$ cat config.mk
export PLATFORM = sky130hd
export DESIGN_NAME = button_event_decoder
export DESIGN_NICKNAME = d
export VERILOG_FILES = /design/src/rtl/game_pkg.sv /design/src/rtl/event_fifo.sv /design/src/rtl/button_event_decoder.sv
export SDC_FILE = /design/constraint.sdc
export NUM_CORES = 1
export LEC_CHECK = 0
export CAP_MARGIN = 15
export CORE_MARGIN = 1
export CORE_UTILIZATION = 38
export DETAILED_ROUTE_END_ITERATION = 6
export PLACE_DENSITY = 0.59
export SLEW_MARGIN = 20
export SYNTH_ARGS = -nofsm -noshare
export SYNTH_HDL_FRONTEND = slang
export SYNTH_SLANG_ARGS = --single-unit
$ cat constraint.sdc
create_clock -name clk -period 4.7 [get_ports clk]
set_input_delay 0.47 -clock clk [delete_from_list [all_inputs] [get_ports clk]]
set_output_delay 0.47 -clock clk [all_outputs]
set_load 0.02 [all_outputs]
$ cat src/rtl/game_pkg.sv
// Shared definitions for the button front end and game control:
// direction encodings, command word layout, button bit order and the
// states used to track a single press.
package game_pkg;

  // Direction encodings carried in the low bits of every command.
  localparam logic [1:0] DIR_N = 2'd0;
  localparam logic [1:0] DIR_E = 2'd1;
  localparam logic [1:0] DIR_S = 2'd2;
  localparam logic [1:0] DIR_W = 2'd3;

  // Command word layout: {long, dir[1:0]}.
  localparam int EVT_W    = 3;
  localparam int LONG_BIT = 2;
  localparam int DIR_MSB  = 1;
  localparam int DIR_LSB  = 0;

  // Bit positions of the four buttons inside the synchronised vector.
  localparam int BTN_N = 0;
  localparam int BTN_E = 1;
  localparam int BTN_S = 2;
  localparam int BTN_W = 3;

  // Press tracking: no press, press being timed, press already reported long.
  typedef enum logic [1:0] {
    IDLE,
    HELD,
    HELD_LONG
  } pressState_e;

  // Picks one direction when several buttons are down; north beats east
  // beats south beats west. Only meaningful when at least one bit is set.
  function automatic logic [1:0] prioDir(input logic [3:0] btn);
    logic [1:0] dir;
    if (btn[BTN_N]) begin
      dir = DIR_N;
    end else if (btn[BTN_E]) begin
      dir = DIR_E;
    end else if (btn[BTN_S]) begin
      dir = DIR_S;
    end else begin
      dir = DIR_W;
    end
    return dir;
  endfunction

  // Packs a long flag and a direction into a command word.
  function automatic logic [EVT_W-1:0] makeCmd(input logic isLong, input logic [1:0] dir);
    logic [EVT_W-1:0] cmd;
    cmd                  = '0;
    cmd[LONG_BIT]        = isLong;
    cmd[DIR_MSB:DIR_LSB] = dir;
    return cmd;
  endfunction

endpackage

$ cat src/rtl/event_fifo.sv
// Small circular command queue. Writes come from the press decoder as
// single-cycle pushes; reads are a valid/ready handshake on the head entry.
// When full, a push is still accepted if the head leaves in the same cycle,
// otherwise it is dropped and reported on drop_o for that cycle.
module event_fifo
  import game_pkg::*;
#(
  parameter int WIDTH = EVT_W,
  parameter int DEPTH = 4
) (
  input  logic             clk,
  input  logic             rst_n,
  input  logic             push_i,
  input  logic [WIDTH-1:0] pushData_i,
  output logic             drop_o,
  output logic             rdValid_o,
  output logic [WIDTH-1:0] rdData_o,
  input  logic             rdReady_i
);

  localparam int PTR_W    = $clog2(DEPTH);
  localparam int CNT_BITS = PTR_W + 1;

  logic [WIDTH-1:0]    mem_q [DEPTH];
  logic [PTR_W-1:0]    wrPtr_q;
  logic [PTR_W-1:0]    wrPtr_d;
  logic [PTR_W-1:0]    rdPtr_q;
  logic [PTR_W-1:0]    rdPtr_d;
  logic [CNT_BITS-1:0] count_q;
  logic [CNT_BITS-1:0] count_d;

  logic isFull;
  logic popFire;
  logic pushFire;

  assign rdValid_o = (count_q != '0);
  assign isFull    = (count_q == CNT_BITS'(DEPTH));
  assign popFire   = rdValid_o & rdReady_i;
  assign pushFire  = push_i & (~isFull | popFire);
  assign drop_o    = push_i & isFull & ~popFire;

  // Head is only presented while something is queued; zero otherwise.
  assign rdData_o  = rdValid_o ? mem_q[rdPtr_q] : '0;

  // Pointer and occupancy bookkeeping; pointers wrap naturally at DEPTH.
  always_comb begin
    wrPtr_d = wrPtr_q;
    rdPtr_d = rdPtr_q;
    count_d = count_q;
    if (pushFire) begin
      wrPtr_d = wrPtr_q + PTR_W'(1);
    end
    if (popFire) begin
      rdPtr_d = rdPtr_q + PTR_W'(1);
    end
    case ({pushFire, popFire})
      2'b10:   count_d = count_q + CNT_BITS'(1);
      2'b01:   count_d = count_q - CNT_BITS'(1);
      default: count_d = count_q;
    endcase
  end

  // Control registers with synchronous reset to an empty queue.
  always_ff @(posedge clk) begin
    if (!rst_n) begin
      wrPtr_q <= '0;
      rdPtr_q <= '0;
      count_q <= '0;
    end else begin
      wrPtr_q <= wrPtr_d;
      rdPtr_q <= rdPtr_d;
      count_q <= count_d;
    end
  end

  // Storage needs no reset; entries are only read after being written.
  always_ff @(posedge clk) begin
    if (pushFire) begin
      mem_q[wrPtr_q] <= pushData_i;
    end
  end

endmodule

$ cat src/rtl/button_event_decoder.sv
// Turns debounced press/release toggles plus the raw direction buttons into
// queued game commands {long, dir}. The toggle only says "something changed";
// whether it was a press or a release is decided from the live button state,
// so a missed edge or a reset in the middle of a press can never leave the
// decoder permanently inverted.
module button_event_decoder
  import game_pkg::*;
#(
  parameter int LONG_CYCLES = 50_000_000,
  parameter int CNT_W       = 26,
  parameter int FIFO_DEPTH  = 4
) (
  input  logic             clk,
  input  logic             rst_n,
  input  logic             btn_toggle,
  input  logic             btn_north,
  input  logic             btn_east,
  input  logic             btn_south,
  input  logic             btn_west,
  output logic             cmd_valid,
  output logic [EVT_W-1:0] cmd_code,
  input  logic             cmd_ready,
  output logic             overflow
);

  localparam logic [CNT_W-1:0] LONG_LAST = CNT_W'(LONG_CYCLES - 1);

  logic [3:0]       rawBtn;
  logic [3:0]       btnSync1_q;
  logic [3:0]       btnSync2_q;
  logic             toggle_q;
  logic             toggleEdge;
  logic             pressedNext;

  pressState_e      state_q;
  pressState_e      state_d;
  logic [CNT_W-1:0] holdCnt_q;
  logic [CNT_W-1:0] holdCnt_d;
  logic [1:0]       dir_q;
  logic [1:0]       dir_d;

  logic             evtPush;
  logic [EVT_W-1:0] evtCode;
  logic             fifoDrop;
  logic             overflow_q;

  assign rawBtn[BTN_N] = btn_north;
  assign rawBtn[BTN_E] = btn_east;
  assign rawBtn[BTN_S] = btn_south;
  assign rawBtn[BTN_W] = btn_west;

  // Two-stage synchroniser for the asynchronous direction buttons.
  always_ff @(posedge clk) begin
    if (!rst_n) begin
      btnSync1_q <= '0;
      btnSync2_q <= '0;
    end else begin
      btnSync1_q <= rawBtn;
      btnSync2_q <= btnSync1_q;
    end
  end

  // Remember the last toggle level, including during reset, so the first
  // cycle after reset does not see a phantom edge.
  always_ff @(posedge clk) begin
    toggle_q <= btn_toggle;
  end

  assign toggleEdge  = btn_toggle ^ toggle_q;
  assign pressedNext = |btnSync2_q;

  // Press FSM: classify toggle edges by the button state and time the hold.
  always_comb begin
    state_d   = state_q;
    holdCnt_d = holdCnt_q;
    dir_d     = dir_q;
    evtPush   = 1'b0;
    evtCode   = '0;
    case (state_q)
      IDLE: begin
        if (toggleEdge && pressedNext) begin
          state_d   = HELD;
          dir_d     = prioDir(btnSync2_q);
          holdCnt_d = '0;
        end
      end
      HELD: begin
        if (toggleEdge && !pressedNext) begin
          evtPush   = 1'b1;
          evtCode   = makeCmd(1'b0, dir_q);
          state_d   = IDLE;
          holdCnt_d = '0;
        end else if (holdCnt_q == LONG_LAST) begin
          evtPush   = 1'b1;
          evtCode   = makeCmd(1'b1, dir_q);
          state_d   = HELD_LONG;
        end else begin
          holdCnt_d = holdCnt_q + CNT_W'(1);
        end
      end
      HELD_LONG: begin
        if (toggleEdge && !pressedNext) begin
          state_d   = IDLE;
          holdCnt_d = '0;
        end
      end
      default: begin
        state_d   = IDLE;
        holdCnt_d = '0;
      end
    endcase
  end

  // Press FSM state, hold counter and latched direction.
  always_ff @(posedge clk) begin
    if (!rst_n) begin
      state_q   <= IDLE;
      holdCnt_q <= '0;
      dir_q     <= DIR_N;
    end else begin
      state_q   <= state_d;
      holdCnt_q <= holdCnt_d;
      dir_q     <= dir_d;
    end
  end

  event_fifo #(
    .WIDTH (EVT_W),
    .DEPTH (FIFO_DEPTH)
  ) u_fifo (
    .clk        (clk),
    .rst_n      (rst_n),
    .push_i     (evtPush),
    .pushData_i (evtCode),
    .drop_o     (fifoDrop),
    .rdValid_o  (cmd_valid),
    .rdData_o   (cmd_code),
    .rdReady_i  (cmd_ready)
  );

  // Sticky drop indicator; only a reset clears it.
  always_ff @(posedge clk) begin
    if (!rst_n) begin
      overflow_q <= 1'b0;
    end else if (fifoDrop) begin
      overflow_q <= 1'b1;
    end
  end

  assign overflow = overflow_q;

endmodule
==> impl_metrics.tcl, run 1 <==
set metrics [dict create \
    slew_violations 0 \
    dp_hpwl_um 4530 \
    rows 31 \
    insertion_delay_ns 0.35 \
    remaining_drc_errors 0 \
    cts_tree "yes" \
    cap_viol_max_count 0 \
    area_growth_pct 14.8 \
    swShare 0.247 \
    fin_crit_sh 0.699 \
    p_switching_w 0.000292 \
    cts.clk_slew.worst_paths_ns 0.07 \
    r2r_start "holdCnt_q[14]" \
    rsz0062_at_grt "false" \
    ys_seq_area_frac 0.453 \
    clockRootBuffer "clkbuf_8" \
    synth_area_mm2 0.00296 \
    cellPowerDensity_mw_per_mm2 348 \
    crit_cells 11 \
    synth_ff_type "dfxtp_1" \
    relSlewSlack 0.341 \
    wl_um 6620 \
    cp_num_buf_inv 2 \
    p_leak_nw 1.18 \
    drive_gt1_frac 0.0976 \
    final_common_cell "dfxtp_1" \
    viasPerCell 5.56 \
    ys_seq_elements 61 \
    layoutNonFillerInstCount 427 \
    cp-end-kind "flip-flop" \
    pwr-share-comb 0.099 \
    cp_common_cell "inv_1" \
    vias 2375 \
    first_pass_iters 4 \
    p_clk_frac 0.433 \
    placed_cell_area_mm2 0.00318 \
    avgSynthCellArea_um2 9.58 \
    synth.largest_area_cell "dfxtp_1" \
    die-area_mm2 0.00815 \
    path_max_fanout 8 \
    portBuffers 12 \
    seqPwrFrac 0.467 \
    grt_remaining_overflow 0 \
    fin_crit_ns 3.28 \
    mostFrequentLayoutCells "dfxtp_1, nand2_1, and2_1" \
    cts.path.max_buffers 2 \
    peakVddDrop_uv 176 \
    hold_start "btnSync1_q[2]" \
    crit_path_max_incr_delay_ns 0.69 \
    final_cell_area_mm2 0.00340 \
    tns_ns 0 \
    ff2ff_path_depth 11 \
    io_pins 13 \
    track_usage 0.176 \
    dp.cells 411 \
    cts_repair_resize_count 0 \
    total_power_w 0.00118 \
    drtIter0Drc 136 \
    ant_nets 0 \
    netlist_top_cells_area "dfxtp_1, edfxtp_1, and2_1" \
    hold_depth 1 \
    cp_cell_sequence "and4_1 -> nand3_1 -> or4_1 -> a211oi_2 -> inv_1 -> ha_1 -> inv_1 -> fa_1 -> xor2_1 -> or3_1 -> a21oi_1" \
    yosys_warnings 0 \
    utilization 0.459 \
    hold_viol_final 0 \
    crit_type "reg -> reg" \
    crit_slowest_cell "or4_1" \
    worst_pin_slew_ns 0.988 \
    coreArea_mm2 0.00741 \
    cts_buffers 9 \
    synth_edf_count 12 \
    startpoint "holdCnt_q[14]" \
    antenna_found_initial 0 \
    synth.top_cell.area_share 0.331 \
    initial_utilization 0.400 \
    die_h_um 90.3 \
    post_cts_buffers 0 \
    async_reset_ff_frac 0 \
    min_path_type "reg -> reg" \
    holdBufCountCts 0 \
    max_freq_mhz 304 \
    finalSetupViolCount 0 \
    wl_per_cell_um 15.5 \
    cts_max_level 3 \
    intPower_w 0.000891 \
    cts_sinks 61 \
    final_nets 338 \
    worst_setup_path_start_kind "flip-flop" \
    status "complete, no violations" \
    grt_pass1_vias 2320 \
    synth_fp_nets 324 \
    arrival_ns 3.56 \
    die_w_um 90.3 \
    critPathTopFamily "simple AND/OR/NAND/NOR gates" \
    gp_congestion 0.833 \
    ys_types 57 \
    grt_max_degree 24 \
    netlist_instances 309 \
    crit_required_ns 4.97 \
    grt_pass1_wl_um 11300 \
    diodes 0 \
    finClkSkew_ns 0.0107 \
]
## final cells by class
type                    count  area (um2)
fillers                   707        4010
multi-input cells         224        1530
flip-flops and latches     61        1340
repair buffers             16         150
clock buffers              10         128
well taps                  99         124
clock inverters             6        87.6
inverters                  11        41.3
## metrics by stage
step	setup WS, ns	hold slack (ns)
finish	1.42	0.433
global route	1.11	0.454
CTS	1.43	0.433
detailed placement	1.46	0.420
global placement	1.51	0.414
floorplan	1.79	0.412
## per-layer routing
metal	up-vias	routed length, um	track usage
li1	1204	-	-
met1	1114	3260	0.230
met2	49	2990	0.274
met3	8	291	0.0505
met4	0	83	0.0726
met5	-	0	0
## cell usage after synthesis (3+ instances only)
cell and number:
or3_1 4, edfxtp_1 12, a21oi_1 19, and4_1 3
or4_1 10, xnor2_1 4, ha_1 6, nand3_1 9
a22o_1 3, dfxtp_1 49, clkbuf_1 10, and2_1 20
buf_2 3, nand2_1 25, nor4_1 11, xor2_1 4
o21ai_0 7, o211ai_1 6, inv_1 10, and3_1 7
a211o_1 7, a211oi_1 3, a21o_1 3, nor3_1 6
a31oi_1 7, nor2_1 16, mux4_2 3, nand4_1 7
## path summary, 6_finish.rpt
path / to / slack (ns)
worst max-delay path: u_fifo.count_q[2] / 1.42
worst min-delay path: btnSync2_q[2] / 0.43
worst max register to register: u_fifo.count_q[2] / 1.42
worst min register to register: btnSync2_q[2] / 0.43
## kinds of logic after synthesis
group	Yosys count	synth area share
xor gates and xnor gates	8	0.0237
muxes	6	0.0334
buffers and inverters	24	0.0317
AOI/OAI and AO/OA	74	0.178
and+or+nand+nor	129	0.248
DFF	61	0.453
adders and majority gates	7	0.0321
## power groups by stage
| stage | combinational [W] | clock, W | sequential (W) |
|---|---|---|---|
| after floorplan | 0.0000771 | 0 | 0.000563 |
| after global placement | 0.000117 | 0 | 0.000565 |
| after detailed placement | 0.000117 | 0 | 0.000565 |
| after CTS | 0.000118 | 0.000524 | 0.000553 |
| after global routing | 0.000131 | 0.000548 | 0.000555 |
| final | 0.000117 | 0.000513 | 0.000553 |
## sequential cells by signal, indices dropped and copies added, names as in the netlist, 3 cells and up, named ones only
signal / flops
btnSync1_q: 4
btnSync2_q: 4
u_fifo.count_q: 3
holdCnt_q: 26
u_fifo.mem_q: 12
Power figures use the tool's default switching activity.
==> run 2: changes to the inputs <==
==> constraint.sdc (replaced) <==
create_clock -name clk -period 3.4 [get_ports clk]
set_input_delay 0.34 -clock clk [delete_from_list [all_inputs] [get_ports clk]]
set_output_delay 0.34 -clock clk [all_outputs]
set_load 0.02 [all_outputs]
==> run 2 against run 1 <==
  * Combinational power up 42%
  * Highest routed layer unchanged
  * Global-route usage up 0.10 points
  * Worst hold slack worse by 0.0041 ns
  * Power up 39%
  * Clock-buffer cell count unchanged
  * Design area up 1.3%
  * Clock skew down 0.0037 ns
  * Largest cell class unchanged
==> impl_metrics.tcl, run 2 (same netlist as run 1, synthesis figures left out) <==
set metrics [dict create \
    intPower_w 0.00123 \
    track_usage 0.177 \
    gp_congestion 0.814 \
    max_freq_mhz 350 \
    tns_ns 0 \
    crit_slowest_cell "or4_1" \
    seq_area_mm2 0.00134 \
    placed_cell_area_mm2 0.00323 \
    place_ws_ns 0.577 \
    crit_path_max_incr_delay_ns 0.58 \
    io_pins 13 \
    final_cell_area_mm2 0.00344 \
    seqPwrFrac 0.467 \
    cellPowerDensity_mw_per_mm2 476 \
    peakVddDrop_uv 261 \
    ant_nets 0 \
    viasPerCell 5.62 \
    num-fill-cells 710 \
    top_regs "holdCnt_q (26), u_fifo.mem_q (12)" \
    clockRootBuffer "clkbuf_8" \
    setup_ws_ns 0.543 \
    hold_viol_final 0 \
    arrival_ns 3.13 \
    worst_setup_path_start_kind "flip-flop" \
    regMostFlops "holdCnt_q" \
    die-area_mm2 0.00815 \
    drive_gt1_frac 0.111 \
    p_clk_frac 0.432 \
    cts.path.max_buffers 2 \
    post_cts_buffers 0 \
    worst_pin_slew_ns 0.713 \
    wl_um 6530 \
    cts_repair_resize_count 0 \
    wl_per_cell_um 15.1 \
    rsz0062_at_grt "false" \
    finClkSkew_ns 0.00699 \
    die_h_um 90.3 \
    remaining_drc_errors 0 \
    total_power_w 0.00164 \
    holdBufCountCts 0 \
    cts_tree "yes" \
    pwr-share-comb 0.101 \
    slew_violations 0 \
    status "complete, no violations" \
    diodes 0 \
    grt_max_degree 23 \
    grt_remaining_overflow 0 \
    utilization 0.465 \
    cp_cell_sequence "and4_1 -> nand3_1 -> or4_1 -> a211oi_2 -> inv_1 -> ha_1 -> inv_1 -> fa_1 -> xor2_1 -> or3_1 -> a21oi_1" \
    vias 2433 \
    mostFrequentLayoutCells "dfxtp_1, nand2_1, and2_1" \
    cts_sinks 61 \
    first_pass_iters 4 \
    path_max_fanout 8 \
    p_switching_w 0.000404 \
    fin_crit_sh 0.840 \
    area_growth_pct 16.3 \
    rows 31 \
    grt_pass1_wl_um 11400 \
    crit_required_ns 3.67 \
    largest_register_ffs 26 \
    insertion_delay_ns 0.34 \
    finalSetupViolCount 0 \
    cts.clk_slew.worst_paths_ns 0.07 \
    antenna_found_initial 0 \
    p_leak_nw 1.20 \
    final_common_cell "dfxtp_1" \
    grt_pass1_vias 2322 \
    drtIter0Drc 95 \
    cp-end-kind "flip-flop" \
    die_w_um 90.3 \
    dp_hpwl_um 4590 \
    portBuffers 12 \
    final_nets 344 \
    initial_utilization 0.400 \
    coreArea_mm2 0.00741 \
    cts_buffers 9 \
    swShare 0.247 \
    multi_input_area_mm2 0.00153 \
    cp_common_cell "inv_1" \
    cts_max_level 3 \
    cap_viol_max_count 0 \
    relSlewSlack 0.520 \
    min_path_type "reg -> reg" \
    crit_type "reg -> reg" \
    fin_crit_ns 2.86 \
]
==> run 2: cell types whose count changed in the layout (fill, tap and decap cells not counted), sizes merged <==
cell	delta
clkinvlp	+2
buf	+6
clkinv	-2
==> run 2: power by group through the flow <==
stage | logic, W | clock network (W) | registers, W
after floorplan | 0.000107 | 0 | 0.000778
after global placement | 0.000166 | 0 | 0.000781
after detailed placement | 0.000167 | 0 | 0.000782
after CTS | 0.000167 | 0.000726 | 0.000766
after global routing | 0.000187 | 0.000764 | 0.000767
final | 0.000166 | 0.000707 | 0.000765
==> run 2: path summary, 6_finish.rpt <==
path | cells past startpoint | slack [ns] | start | endpoint
min reg2reg | 1 | 0.43 | btnSync1_q[3] | btnSync2_q[3]
max | 11 | 0.54 | holdCnt_q[14] | u_fifo.count_q[2]
min | 1 | 0.43 | btnSync1_q[3] | btnSync2_q[3]
max reg2reg | 11 | 0.54 | holdCnt_q[14] | u_fifo.count_q[2]
==> run 2: layout make-up <==
class                           instances  area share
Multi-Input combinational cell        224       0.443
Timing Repair Buffer                   22      0.0567
Sequential cell                        61       0.390
Inverter                               11      0.0120
Clock buffer                           10      0.0371
Clock inverter                          6      0.0254
Tap cell                               99      0.0360
==> run 2: metal layers <==
| metal | vias to the layer above | track usage | share of wire |
|---|---|---|---|
| li1 | 1215 | - | - |
| met1 | 1151 | 0.227 | 0.48 |
| met2 | 60 | 0.282 | 0.46 |
| met3 | 7 | 0.0556 | 0.045 |
| met4 | 0 | 0.0632 | 0.013 |
| met5 | - | 0 | 0 |
==> run 2: worst max-delay path: cells and delay by family, from the launching register on <==
family,cells,cell delay [ns]
flops,1,0.43
xor+xnor,1,0.07
compound gates,2,0.42
fa+ha+maj,2,0.39
buf+inv,2,0.14
simple gates,4,1.32
==> run 2: per-stage QoR <==
step	hold WS, ns	instances
after floorplan	0.368	309
after global placement	0.415	417
after detailed placement	0.417	417
after CTS	0.430	433
after global routing	0.452	433
final	0.429	433
==> run 3: changes to the inputs <==
==> constraint.sdc (replaced) <==
create_clock -name clk -period 3 [get_ports clk]
set_input_delay 0.3 -clock clk [delete_from_list [all_inputs] [get_ports clk]]
set_output_delay 0.3 -clock clk [all_outputs]
set_load 0.02 [all_outputs]
==> run 3 against run 2 <==
  * Non-clock buffer count increased by 6
  * Utilization about the same
  * Sequential power increased by 13%
  * Critical path depth unchanged
  * Clock-buffer cell count unchanged
  * Combinational power increased by 15%
  * Wire length decreased by 0.20%
==> impl_metrics.tcl, run 3 (same netlist as run 1, synthesis figures left out) <==
set metrics [dict create \
    status "complete, no violations" \
    hold_start "btnSync1_q[0]" \
    track_usage 0.171 \
    topRoutingLayerUsed "met4" \
    rsz0062_at_grt "false" \
    finalSetupViolCount 0 \
    tns_ns 0 \
    cap_viol_max_count 0 \
    crit_required_ns 3.26 \
    peakVddDrop_uv 204 \
    p_clk_frac 0.372 \
    placed_cell_area_mm2 0.00327 \
    cts_buffers 9 \
    diodes 0 \
    grt_pass1_wl_um 11000 \
    post_cts_buffers 0 \
    die_h_um 90.3 \
    initial_utilization 0.400 \
    setup_ws_ns 0.211 \
    holdBufCountCts 0 \
    hold_viol_final 0 \
    final_cell_area_mm2 0.00344 \
    cts_max_level 3 \
    max_freq_mhz 359 \
    clockRootBuffer "clkbuf_8" \
    cp-end-kind "flip-flop" \
    grt_remaining_overflow 0 \
    met1_length_um 3140 \
    crit_type "reg -> reg" \
    cellPowerDensity_mw_per_mm2 490 \
    worst_setup_path_start_kind "flip-flop" \
    final_common_cell "dfxtp_1" \
    p_leak_nw 1.20 \
    coreArea_mm2 0.00741 \
    intPower_w 0.00123 \
    crit_path_max_incr_delay_ns 0.48 \
    arrival_ns 3.05 \
    io_pins 13 \
    first_pass_iters 4 \
    cts_tree "yes" \
    top_regs "holdCnt_q (26), u_fifo.mem_q (12)" \
    cts.clk_slew.worst_paths_ns 0.07 \
    mostFrequentLayoutCells "dfxtp_1, nand2_1, and2_1" \
    p_switching_w 0.000454 \
    regMostFlops "holdCnt_q" \
    remaining_drc_errors 0 \
    grt_pass1_vias 2274 \
    hold_end "btnSync2_q[0]" \
    die-area_mm2 0.00815 \
    pwr-share-comb 0.113 \
    dr_wl_met2_um 3040 \
    cp_cell_sequence "and4_1 -> nand4_1 -> or4_1 -> a211oi_2 -> inv_1 -> ha_1 -> inv_1 -> fa_1 -> xor2_1 -> or3_1 -> a21oi_1" \
    ff2ff_path_depth 11 \
    ant_nets 0 \
    antenna_found_initial 0 \
    timing.rr.end "u_fifo.count_q[2]" \
    finClkSkew_ns 0.0101 \
    portBuffers 12 \
    fin_crit_sh 0.930 \
    cts.path.max_buffers 2 \
    wl_um 6520 \
    crit_cells 11 \
    path_max_fanout 6 \
    cts_repair_resize_count 0 \
    relSlewSlack 0.568 \
    rows 31 \
    critPathTopFamily "simple AND/OR/NAND/NOR gates" \
    crit_slowest_cell "or4_1" \
    largest_register_ffs 26 \
    vias 2417 \
    seqPwrFrac 0.515 \
    die_w_um 90.3 \
    grt_max_degree 22 \
    place_ws_ns 0.268 \
    reg2reg_setup_slack_ns 0.21 \
    final_nets 350 \
    drive_gt1_frac 0.129 \
    dp_hpwl_um 4640 \
    viasPerCell 5.51 \
    insertion_delay_ns 0.34 \
    fin_crit_ns 2.79 \
    cp_common_cell "inv_1" \
    slew_violations 0 \
    min_path_type "reg -> reg" \
    r2r_start "holdCnt_q[20]" \
    utilization 0.464 \
    cp_num_buf_inv 2 \
    cts_sinks 61 \
    swShare 0.270 \
    gp_congestion 0.860 \
    total_power_w 0.00168 \
    wl_per_cell_um 14.8 \
    area_growth_pct 16.2 \
    hold_depth 1 \
    met3_length_um 269 \
    drtIter0Drc 157 \
    worst_pin_slew_ns 0.647 \
]
-- run 3: layer usage --
layer | global-route usage | vias to the layer above
met2 | 0.281 | 46
met1 | 0.216 | 1142
met3 | 0.0480 | 6
li1 | - | 1223
met5 | 0 | -
met4 | 0.0565 | 0
-- run 3: final cells by class --
cell class / count / area [um2]
fillers: 730 / 3970
clock inverters: 6 / 40.0
inverters: 11 / 41.3
clock buffers: 10 / 128
well taps: 99 / 124
flip-flops and latches: 61 / 1340
repair buffers: 28 / 240
multi-input cells: 224 / 1530
-- run 3: how the worst max path moves through the flow --
stage	start	to	slack, ns
6_report	holdCnt_q[20]	u_fifo.count_q[2]	0.21
5_1_grt	holdCnt_q[21]	u_fifo.count_q[2]	0.004
4_1_cts	holdCnt_q[21]	u_fifo.count_q[2]	0.22
3_3_place_gp	holdCnt_q[14]	u_fifo.count_q[2]	0.35
3_5_place_dp	holdCnt_q[21]	u_fifo.count_q[2]	0.27
2_1_floorplan	holdCnt_q[14]	u_fifo.count_q[2]	0.09
-- run 3: power by group through the flow --
stage	Sequential, W	Combinational, W	Clock, W
after CTS	0.000867	0.000192	0.000640
after floorplan	0.000882	0.000121	0
after detailed placement	0.000886	0.000191	0
after global routing	0.000870	0.000208	0.000674
final	0.000867	0.000191	0.000627
after global placement	0.000885	0.000191	0
-- run 3: through the flow --
| stage | instances | hold WS [ns] |
|---|---|---|
| after CTS | 439 | 0.435 |
| after global placement | 423 | 0.414 |
| after floorplan | 309 | 0.328 |
| after global routing | 439 | 0.450 |
| after detailed placement | 423 | 0.417 |
| final | 439 | 0.432 |
==> edit: new RTL, settings of run 2 <==
The 3 states of `pressState_e` get a one-hot encoding in 3 bits.
--- a/src/rtl/game_pkg.sv
+++ b/src/rtl/game_pkg.sv
@@ -22,10 +22,10 @@
   localparam int BTN_W = 3;
 
   // Press tracking: no press, press being timed, press already reported long.
-  typedef enum logic [1:0] {
-    IDLE,
-    HELD,
-    HELD_LONG
+  typedef enum logic [2:0] {
+    IDLE      = 3'b001,
+    HELD      = 3'b010,
+    HELD_LONG = 3'b100
   } pressState_e;
 
   // Picks one direction when several buttons are down; north beats east
Behaviour: same outputs for any inputs over 10 cycles, from zero or initial values and one cycle with rst_n low; not proved beyond that.
==> edit against run 2 <==
- via count shrank 17%
- largest cell class unchanged
- setup slack gained 0.11 ns
- final area shrank 2.3%
- routed wire length shrank 19%
- sequential cell count grew 1
- clock skew grew 0.00073 ns
- combinational power grew 96%
- final cell count shrank 4.6%
- area after synthesis grew 1.1%
- total power grew 2.8%
==> edit: results (changes against run 2) <==
[run_status]
status = completed  ; unchanged

[logic_synthesis]
ys_seq_area_frac = 0.455  ; was 0.453
synth_cell_types = 53  ; was 57
syn_nets = 307  ; was 324

[critical_path]
critPathMaxFanout = 6  ; was 8
worstPathArrival_ns = 2.97  ; was 3.13 ns
r2r-start = holdCnt_q[0]  ; was holdCnt_q[14]

[finish]
drive_above_1_share = 0.134  ; was 0.111
finalNetCount = 323  ; was 344
fill_cells = 737  ; was 710

[drt]
drt-total-wl_mm = 5.32  ; was 6.53 mm
num_vias = 2025  ; was 2,433
wl_met1_mm = 2.79  ; was 3.12 mm
drt_iter0_markers = 120  ; was 95
wl_met2_mm = 2.22  ; was 3.03 mm
wl_met3_um = 188  ; was 297 um

[global_routing]
grt_pass1_vias = 1910  ; was 2,322
grt_pass1_wl_mm = 9.14  ; was 11.4 mm
grt_max_degree = 31  ; was 23
grt_use_total = 0.144  ; was 0.177

[placed_design]
globalplace.congestion = 0.819  ; was 0.814
dpl.hpwl_mm = 3.68  ; was 4.59 mm
place_ws_ns = 0.670  ; was 0.577 ns

[power]
p_leak_nw = 1.08  ; was 1.20 nW
vdd_drop_max_mv = 0.236  ; was 0.261 mV

[timing]
worst_slack_ns = 0.655  ; was 0.543 ns

-- edit: power by group --
group,total (mW),internal (mW),leakage (nW),switching [mW]
Combinational,0.325,0.138,0.489,0.187
Sequential,0.805,0.776,0.512,0.0290
Clock,0.556,0.264,0.0755,0.291
Total,1.69,1.18,1.08,0.508
-- edit: through the flow --
step | utilization | hold WS (ns) | power, mW | instance area, um2 | instances
2_1_floorplan | - | 0.368 | 1.08 | 2990 | 293
3_3_place_gp | 0.429 | 0.418 | 1.15 | 3200 | 397
3_5_place_dp | 0.429 | 0.418 | 1.15 | 3200 | 397
4_1_cts | 0.452 | 0.437 | 1.71 | 3360 | 413
5_1_grt | 0.452 | 0.455 | 1.77 | 3360 | 413
6_report | 0.452 | 0.433 | 1.69 | 3360 | 413
-- edit: metal layers --
metal / global-route usage / vias to the layer above
li1: - / 1061
met1: 0.194 / 925
met2: 0.206 / 30
met3: 0.0404 / 9
met4: 0.0766 / 0
met5: 0 / -
-- edit: layout make-up --
| cell class | instances | area [um2] | area share |
|---|---|---|---|
| clock buffer | 11 | 131 | 0.0390 |
| multi-input combinational | 213 | 1530 | 0.455 |
| tap | 99 | 124 | 0.0368 |
| timing repair buffer | 17 | 158 | 0.0469 |
| inverter | 6 | 22.5 | 0.00669 |
| clock inverter | 5 | 36.3 | 0.0108 |
| sequential | 62 | 1360 | 0.405 |
-- edit: worst max path at each step --
stage                 start                end  cells past startpoint
2_1_floorplan  holdCnt_q[0]  u_fifo.count_q[2]                     10
3_3_place_gp   holdCnt_q[0]  u_fifo.count_q[2]                     10
3_5_place_dp   holdCnt_q[0]  u_fifo.count_q[2]                     10
4_1_cts        holdCnt_q[0]  u_fifo.count_q[2]                     10
5_1_grt        holdCnt_q[0]  u_fifo.count_q[2]                     10
6_report       holdCnt_q[0]  u_fifo.count_q[2]                     10
-- edit: cell families (layout without fill, tap and decap cells) --
group	after synthesis	in the layout	share of synthesized area
AND/OR/NAND/NOR	151	151	0.319
flip-flops	62	62	0.455
XOR/XNOR	28	28	0.0820
AO/OA/AOI/OAI	20	20	0.0443
buffers and inverters	18	39	0.0330
multiplexers	8	8	0.0393
adder cells (fa/ha/maj)	6	6	0.0276
-- edit: worst max-delay path, cell delays in order (launching register included) --
cell,delay (ns)
dfxtp_1,0.37
ha_1,0.18
nand2_1,0.13
or4b_4,0.60
o21ai_2,0.24
and2_1,0.24
nor2_1,0.08
fa_1,0.38
a211oi_1,0.19
a41oi_1,0.08
mux2i_1,0.14
